File: src/rtl/rib_rr_arbiter_if.sv
// RIB arbiter bundle: master requests/locks in, one-hot grant and stalls out.
// The arbiter binds the slave modport; requesters bind the master modport.
interface rib_rr_arbiter_if #(
    parameter int MASTERS = 6
);
    logic [MASTERS-1:0] req_i;
    logic [MASTERS-1:0] lock_i;
    logic [MASTERS-1:0] grant_o;
    logic [2:0]         grant_idx_o;
    logic               grant_valid_o;
    logic [MASTERS-1:0] hold_o;
    logic               lock_timeout_o;

    modport master (
        output req_i, lock_i,
        input  grant_o, grant_idx_o, grant_valid_o,
        input  hold_o, lock_timeout_o
    );

    modport slave (
        input  req_i, lock_i,
        output grant_o, grant_idx_o, grant_valid_o,
        output hold_o, lock_timeout_o
    );
endinterface

File: src/rtl/rib_rr_arbiter.sv
// Round-robin RIB bus arbiter with tenure quantum and lock timeout.
// Registered one-hot grant; combinational hold stalls every non-owner.
module rib_rr_arbiter #(
    parameter int MASTERS  = 6,
    parameter int QUANTUM  = 8,
    parameter int LOCK_MAX = 64
) (
    input logic          clk,
    input logic          rst,
    rib_rr_arbiter_if.slave bus
);
    localparam int TW = (QUANTUM > 2) ? $clog2(QUANTUM) : 1;
    localparam int LW = (LOCK_MAX > 2) ? $clog2(LOCK_MAX) : 1;
    localparam logic [TW-1:0] TEN_MAX = TW'(QUANTUM - 1);
    localparam logic [LW-1:0] LK_MAX  = LW'(LOCK_MAX - 1);
    localparam logic [2:0]    LAST_RST = 3'(MASTERS - 1);

    typedef enum logic {IDLE, OWNED} state_t;

    state_t             state, state_n;
    logic [MASTERS-1:0] grant, grant_n;
    logic [2:0]         idx, idx_n;
    logic [2:0]         last, last_n;
    logic [TW-1:0]      ten, ten_n;
    logic [LW-1:0]      lk, lk_n;
    logic               to, to_n;

    logic [3:0] pa, po;
    logic       take;
    logic [2:0] take_idx;

    // {found, index}: first requester strictly after 'from', wrapping.
    function automatic logic [3:0] pick(
        input logic [MASTERS-1:0] r,
        input logic [2:0]         from
    );
        logic [3:0] res;
        logic [2:0] j;
        res = '0;
        for (int i = MASTERS; i >= 1; i--) begin
            j = 3'((int'(from) + i) % MASTERS);
            if (r[j]) res = {1'b1, j};
        end
        return res;
    endfunction

    assign pa = pick(bus.req_i, last);
    assign po = pick(bus.req_i & ~grant, last);

    always_ff @(posedge clk) begin
        if (!rst) begin
            state <= IDLE;
            grant <= '0;
            idx   <= '0;
            last  <= LAST_RST;
            ten   <= '0;
            lk    <= '0;
            to    <= 1'b0;
        end else begin
            state <= state_n;
            grant <= grant_n;
            idx   <= idx_n;
            last  <= last_n;
            ten   <= ten_n;
            lk    <= lk_n;
            to    <= to_n;
        end
    end

    always_comb begin
        state_n  = state;
        grant_n  = grant;
        idx_n    = idx;
        last_n   = last;
        ten_n    = ten;
        lk_n     = lk;
        to_n     = 1'b0;
        take     = 1'b0;
        take_idx = '0;
        unique case (state)
            IDLE: begin
                if (pa[3]) begin
                    take     = 1'b1;
                    take_idx = pa[2:0];
                end
            end
            OWNED: begin
                if (!bus.req_i[idx]) begin
                    if (pa[3]) begin
                        take     = 1'b1;
                        take_idx = pa[2:0];
                    end else begin
                        state_n = IDLE;
                        grant_n = '0;
                        ten_n   = '0;
                        lk_n    = '0;
                    end
                end else if (bus.lock_i[idx]) begin
                    if (lk != LK_MAX) begin
                        lk_n = lk + 1'b1;
                    end else begin
                        // Forced release; a lone owner is simply re-granted.
                        to_n     = 1'b1;
                        take     = 1'b1;
                        take_idx = po[3] ? po[2:0] : idx;
                    end
                end else begin
                    lk_n = '0;
                    if (ten != TEN_MAX) begin
                        ten_n = ten + 1'b1;
                    end else if (po[3]) begin
                        take     = 1'b1;
                        take_idx = po[2:0];
                    end
                end
            end
            default: state_n = IDLE;
        endcase
        if (take) begin
            state_n = OWNED;
            idx_n   = take_idx;
            last_n  = take_idx;
            ten_n   = '0;
            lk_n    = '0;
            for (int i = 0; i < MASTERS; i++)
                grant_n[i] = (take_idx == 3'(i));
        end
    end

    assign bus.grant_o        = grant;
    assign bus.grant_idx_o    = idx;
    assign bus.grant_valid_o  = |grant;
    assign bus.hold_o         = bus.req_i & ~grant;
    assign bus.lock_timeout_o = to;
endmodule

File: src/flat_wrapper.sv
// flat-port wrapper written by rule: the top's interface ports become plain ports
module rib_rr_arbiter_flat 
#(
    parameter int MASTERS  = 6,
    parameter int QUANTUM  = 8,
    parameter int LOCK_MAX = 64
)
  (clk, rst, bus_req_i, bus_lock_i, bus_grant_o, bus_grant_idx_o, bus_grant_valid_o, bus_hold_o, bus_lock_timeout_o);
  rib_rr_arbiter_if #(.MASTERS(MASTERS)) bus_i ();
  input logic clk;
  input logic rst;
  input wire logic [$bits(bus_i.req_i)-1:0] bus_req_i;
  input wire logic [$bits(bus_i.lock_i)-1:0] bus_lock_i;
  output wire logic [$bits(bus_i.grant_o)-1:0] bus_grant_o;
  output wire logic [$bits(bus_i.grant_idx_o)-1:0] bus_grant_idx_o;
  output wire logic [$bits(bus_i.grant_valid_o)-1:0] bus_grant_valid_o;
  output wire logic [$bits(bus_i.hold_o)-1:0] bus_hold_o;
  output wire logic [$bits(bus_i.lock_timeout_o)-1:0] bus_lock_timeout_o;
  assign bus_i.req_i = bus_req_i;
  assign bus_i.lock_i = bus_lock_i;
  assign bus_grant_o = bus_i.grant_o;
  assign bus_grant_idx_o = bus_i.grant_idx_o;
  assign bus_grant_valid_o = bus_i.grant_valid_o;
  assign bus_hold_o = bus_i.hold_o;
  assign bus_lock_timeout_o = bus_i.lock_timeout_o;
  rib_rr_arbiter #(.MASTERS(MASTERS), .QUANTUM(QUANTUM), .LOCK_MAX(LOCK_MAX)) u_core (.clk(clk), .rst(rst), .bus(bus_i));
endmodule
File: config.mk
export PLATFORM = sky130hd
export DESIGN_NAME = rib_rr_arbiter_flat
export DESIGN_NICKNAME = d
export VERILOG_FILES = /design/src/rtl/rib_rr_arbiter_if.sv /design/src/rtl/rib_rr_arbiter.sv /design/src/flat_wrapper.sv
export SDC_FILE = /design/constraint.sdc
export NUM_CORES = 1
export LEC_CHECK = 0
export ABC_AREA = 1
export ABC_CLOCK_PERIOD_IN_PS = 4600
export CORE_MARGIN = 2
export CORE_UTILIZATION = 35
export CTS_CLUSTER_DIAMETER = 60
export DETAILED_ROUTE_END_ITERATION = 7
export PLACE_DENSITY = 0.59
export SLEW_MARGIN = 5
export SYNTH_ARGS = -nofsm -noshare
export SYNTH_HDL_FRONTEND = slang
export SYNTH_SLANG_ARGS = --single-unit
File: constraint.sdc
create_clock -name clk -period 4.6 [get_ports clk]
set_clock_uncertainty 0.05 [all_clocks]
set_input_delay 0.46 -clock clk [delete_from_list [all_inputs] [get_ports clk]]
set_output_delay 0.46 -clock clk [all_outputs]
set_load 0.005 [all_outputs]
==> qor.yml <==
run_status:
  status: "complete, no violations"
logic_synthesis:
  synth_cell_types: 42
  syn_inst: 471
  syn_nets: 502
  avgSynthCellArea_sq_um: 5.94
  synth_edf_count: 0
  netlist_area_sq_mm: 0.00280
  ys_async_sr_fraction: 0
  yosys_warnings: 0
  ys_seq_area_frac: 0.157
  ys_ff_latch: 22
  synth_ff_type: "dfxtp_1"
worst_hold_path:
  hp-class: "flop to flop"
sta:
  slew_viol_final: 0
  tightest_slew_ns: 0.716
  relSlewSlack: 0.518
  fin_crit_sh: 0.860
  setup_tns_ns: 0
  period_minus_slack_ns: 3.96
  rsz0062_at_grt: "false"
  fmax_mhz: 253
  setup_viol: 0
  hold_viol: 0
routing:
  drc: 0
  wl_mm: 8.04
  dr.pass1.iters: 5
  ant_nets: 0
  routedWlPerCell_microns: 13.3
  drt_iter0_markers: 169
  via_per_inst: 4.98
  num_vias: 3000
placed_design:
  place_congestion: 0.903
  portBuffers: 30
  dp_hpwl_mm: 6.61
floorplan:
  rows: 32
  initial_core_util: 0.362
  die_area_sq_mm: 0.00872
  die-width_microns: 93.4
  die_h_microns: 93.4
  ioPinCount: 31
  core-area_sq_mm: 0.00773
final_layout:
  nets: 533
  antenna_cells: 0
  drive_gt1_frac: 0.128
  synthToLayoutAreaGrowth_pct: 16.6
clocking:
  cts_buffers: 3
  max-clock-path-buffers: 2
  cts_hold_buf: 0
  path_clk_slew_ns: 0.09
  clock-root-buffer: "clkbuf_8"
  clock-sinks: 22
  htreeDepth: 1
  ctsResizeCount: 0
  tritoncts: "yes"
  worstSkewPairLatency_ns: 0.27
  post_cts_buffers: 0
worst_setup_path:
  required_ns: 4.69
  path_max_fanout: 15
  path_delay_family: "simple AND/OR/NAND/NOR gates"
  startpoint_type: "flop"
  crit_buf_inv: 4
  critical_path_class: "flop to flop"
  cp.arrival_ns: 4.05
  crit_chain: "inv_2, ha_1, a21oi_4, inv_1, ha_1, nor2_1, nand3_1, nand2_1, nand2_1, nand2_2, nand2_1, nand2_2, nand3_1, nand2_1, inv_1, nand3_2, nor2_1, a31oi_1, inv_1, nand2_1, o21ai_0"
  cp_slowest_cell: "dfxtp_1"
  critPathMaxStageDelay_ns: 0.68
  end_kind: "flop"
  cpMostUsedCell: "nand2_1"
global_route:
  grt.total_usage: 0.191
  antenna_found_initial: 0
  grt_pass1_vias: 2863
  grt_max_degree: 17
  overflow: 0
  grt_pass1_wl_mm: 13.5
job:
  cap_viol_max_count: 0
cell usage after synthesis (3+ instances only):
library cell | instances | area [sq um]
a21oi_1 | 16 | 80.1
a31oi_1 | 3 | 18.8
buf_6 | 3 | 33.8
dfxtp_1 | 22 | 440
ha_1 | 17 | 213
inv_1 | 59 | 221
inv_2 | 10 | 37.5
nand2_1 | 138 | 518
nand2_2 | 14 | 87.6
nand2_4 | 6 | 67.6
nand3_1 | 48 | 240
nand3_2 | 9 | 90.1
nand4_1 | 7 | 43.8
nor2_1 | 39 | 146
nor2_2 | 4 | 25.0
nor3_1 | 8 | 40.0
o21ai_0 | 30 | 150
o21ai_1 | 4 | 20.0
layer usage:
| layer | track usage | vias to the layer above | part of all wire | wire [microns] |
|---|---|---|---|---|
| li1 | - | 1578 | - | - |
| met1 | 0.273 | 1331 | 0.51 | 4140 |
| met2 | 0.317 | 84 | 0.43 | 3450 |
| met3 | 0.0177 | 7 | 0.050 | 403 |
| met4 | 0.0294 | 0 | 0.0060 | 48 |
| met5 | 0 | - | 0 | 0 |
cell type report:
class                           instances  area (sq um)
Clock buffer                            3          41.3
Clock inverter                          1          30.0
Fill cell                             808          4470
Inverter                               71           269
Multi-Input combinational cell        371          2030
Sequential cell                        22           440
Tap cell                              102           128
Timing Repair Buffer                   33           323
layout by cell type, fill, tap and decap left out, types with 6 or more instances in the layout:
master	instances
a21oi_1	16
clkdlybuf4s50_1	30
dfxtp_1	22
ha_1	17
inv_1	59
inv_2	10
nand2_1	138
nand2_2	14
nand2_4	6
nand3_1	48
nand3_2	9
nand4_1	7
nor2_1	39
nor3_1	8
o21ai_0	30
worst register-to-register path, stage by stage (launching register included):
cell and delay, ns:
dfxtp_1 0.68, inv_2 0.27, ha_1 0.36, a21oi_4 0.21
inv_1 0.08, ha_1 0.29, nor2_1 0.11, nand3_1 0.08
nand2_1 0.08, nand2_1 0.07, nand2_2 0.09, nand2_1 0.10
nand2_2 0.11, nand3_1 0.09, nand2_1 0.08, inv_1 0.08
nand3_2 0.11, nor2_1 0.05, a31oi_1 0.39, inv_1 0.14
nand2_1 0.21, o21ai_0 0.11
flip-flops by register name, summed over array words and instances, names as in the netlist:
name	cells
u_core.bus.lock_timeout_o	1
u_core.state	1
u_core.ten	3
u_core.bus.grant_o	6
u_core.last	3
u_core.bus.grant_idx_o	2
u_core.lk	6
per-stage QoR:
stage	setup slack, ns	instances	cell area, sq um	hold WS (ns)	utilization
floorplan	1.41	471	2800	0.399	-
global placement	0.864	599	3190	0.414	0.413
detailed placement	0.747	599	3190	0.418	0.413
CTS	0.707	603	3260	0.432	0.422
global route	0.0937	603	3260	0.478	0.422
finish	0.642	603	3260	0.432	0.422
logic make-up (layout without fill, tap and decap cells):
logic type	count (synthesis)	after routing	share of synthesized area
simple gates	285	285	0.493
buf+inv	78	108	0.117
compound gates	67	67	0.148
flops	22	22	0.157
fa+ha+maj	17	17	0.0761
xor+xnor	2	2	0.00895
final timing paths:
check                              start                     endpoint  slack [ns]  depth (start not counted)
max          u_core.last[1]$_SDFFE_PN0P_  u_core.last[1]$_SDFFE_PN0P_        0.64                         21
min           u_core.ten[1]$_SDFFE_PP0P_   u_core.ten[1]$_SDFFE_PP0P_        0.43                          2
max reg2reg  u_core.last[1]$_SDFFE_PN0P_  u_core.last[1]$_SDFFE_PN0P_        0.64                         21
min reg2reg   u_core.ten[1]$_SDFFE_PP0P_   u_core.ten[1]$_SDFFE_PP0P_        0.43                          2
Power is not shown: default switching activity piles up to over one toggle a cycle in this logic, so the estimate is an artifact.
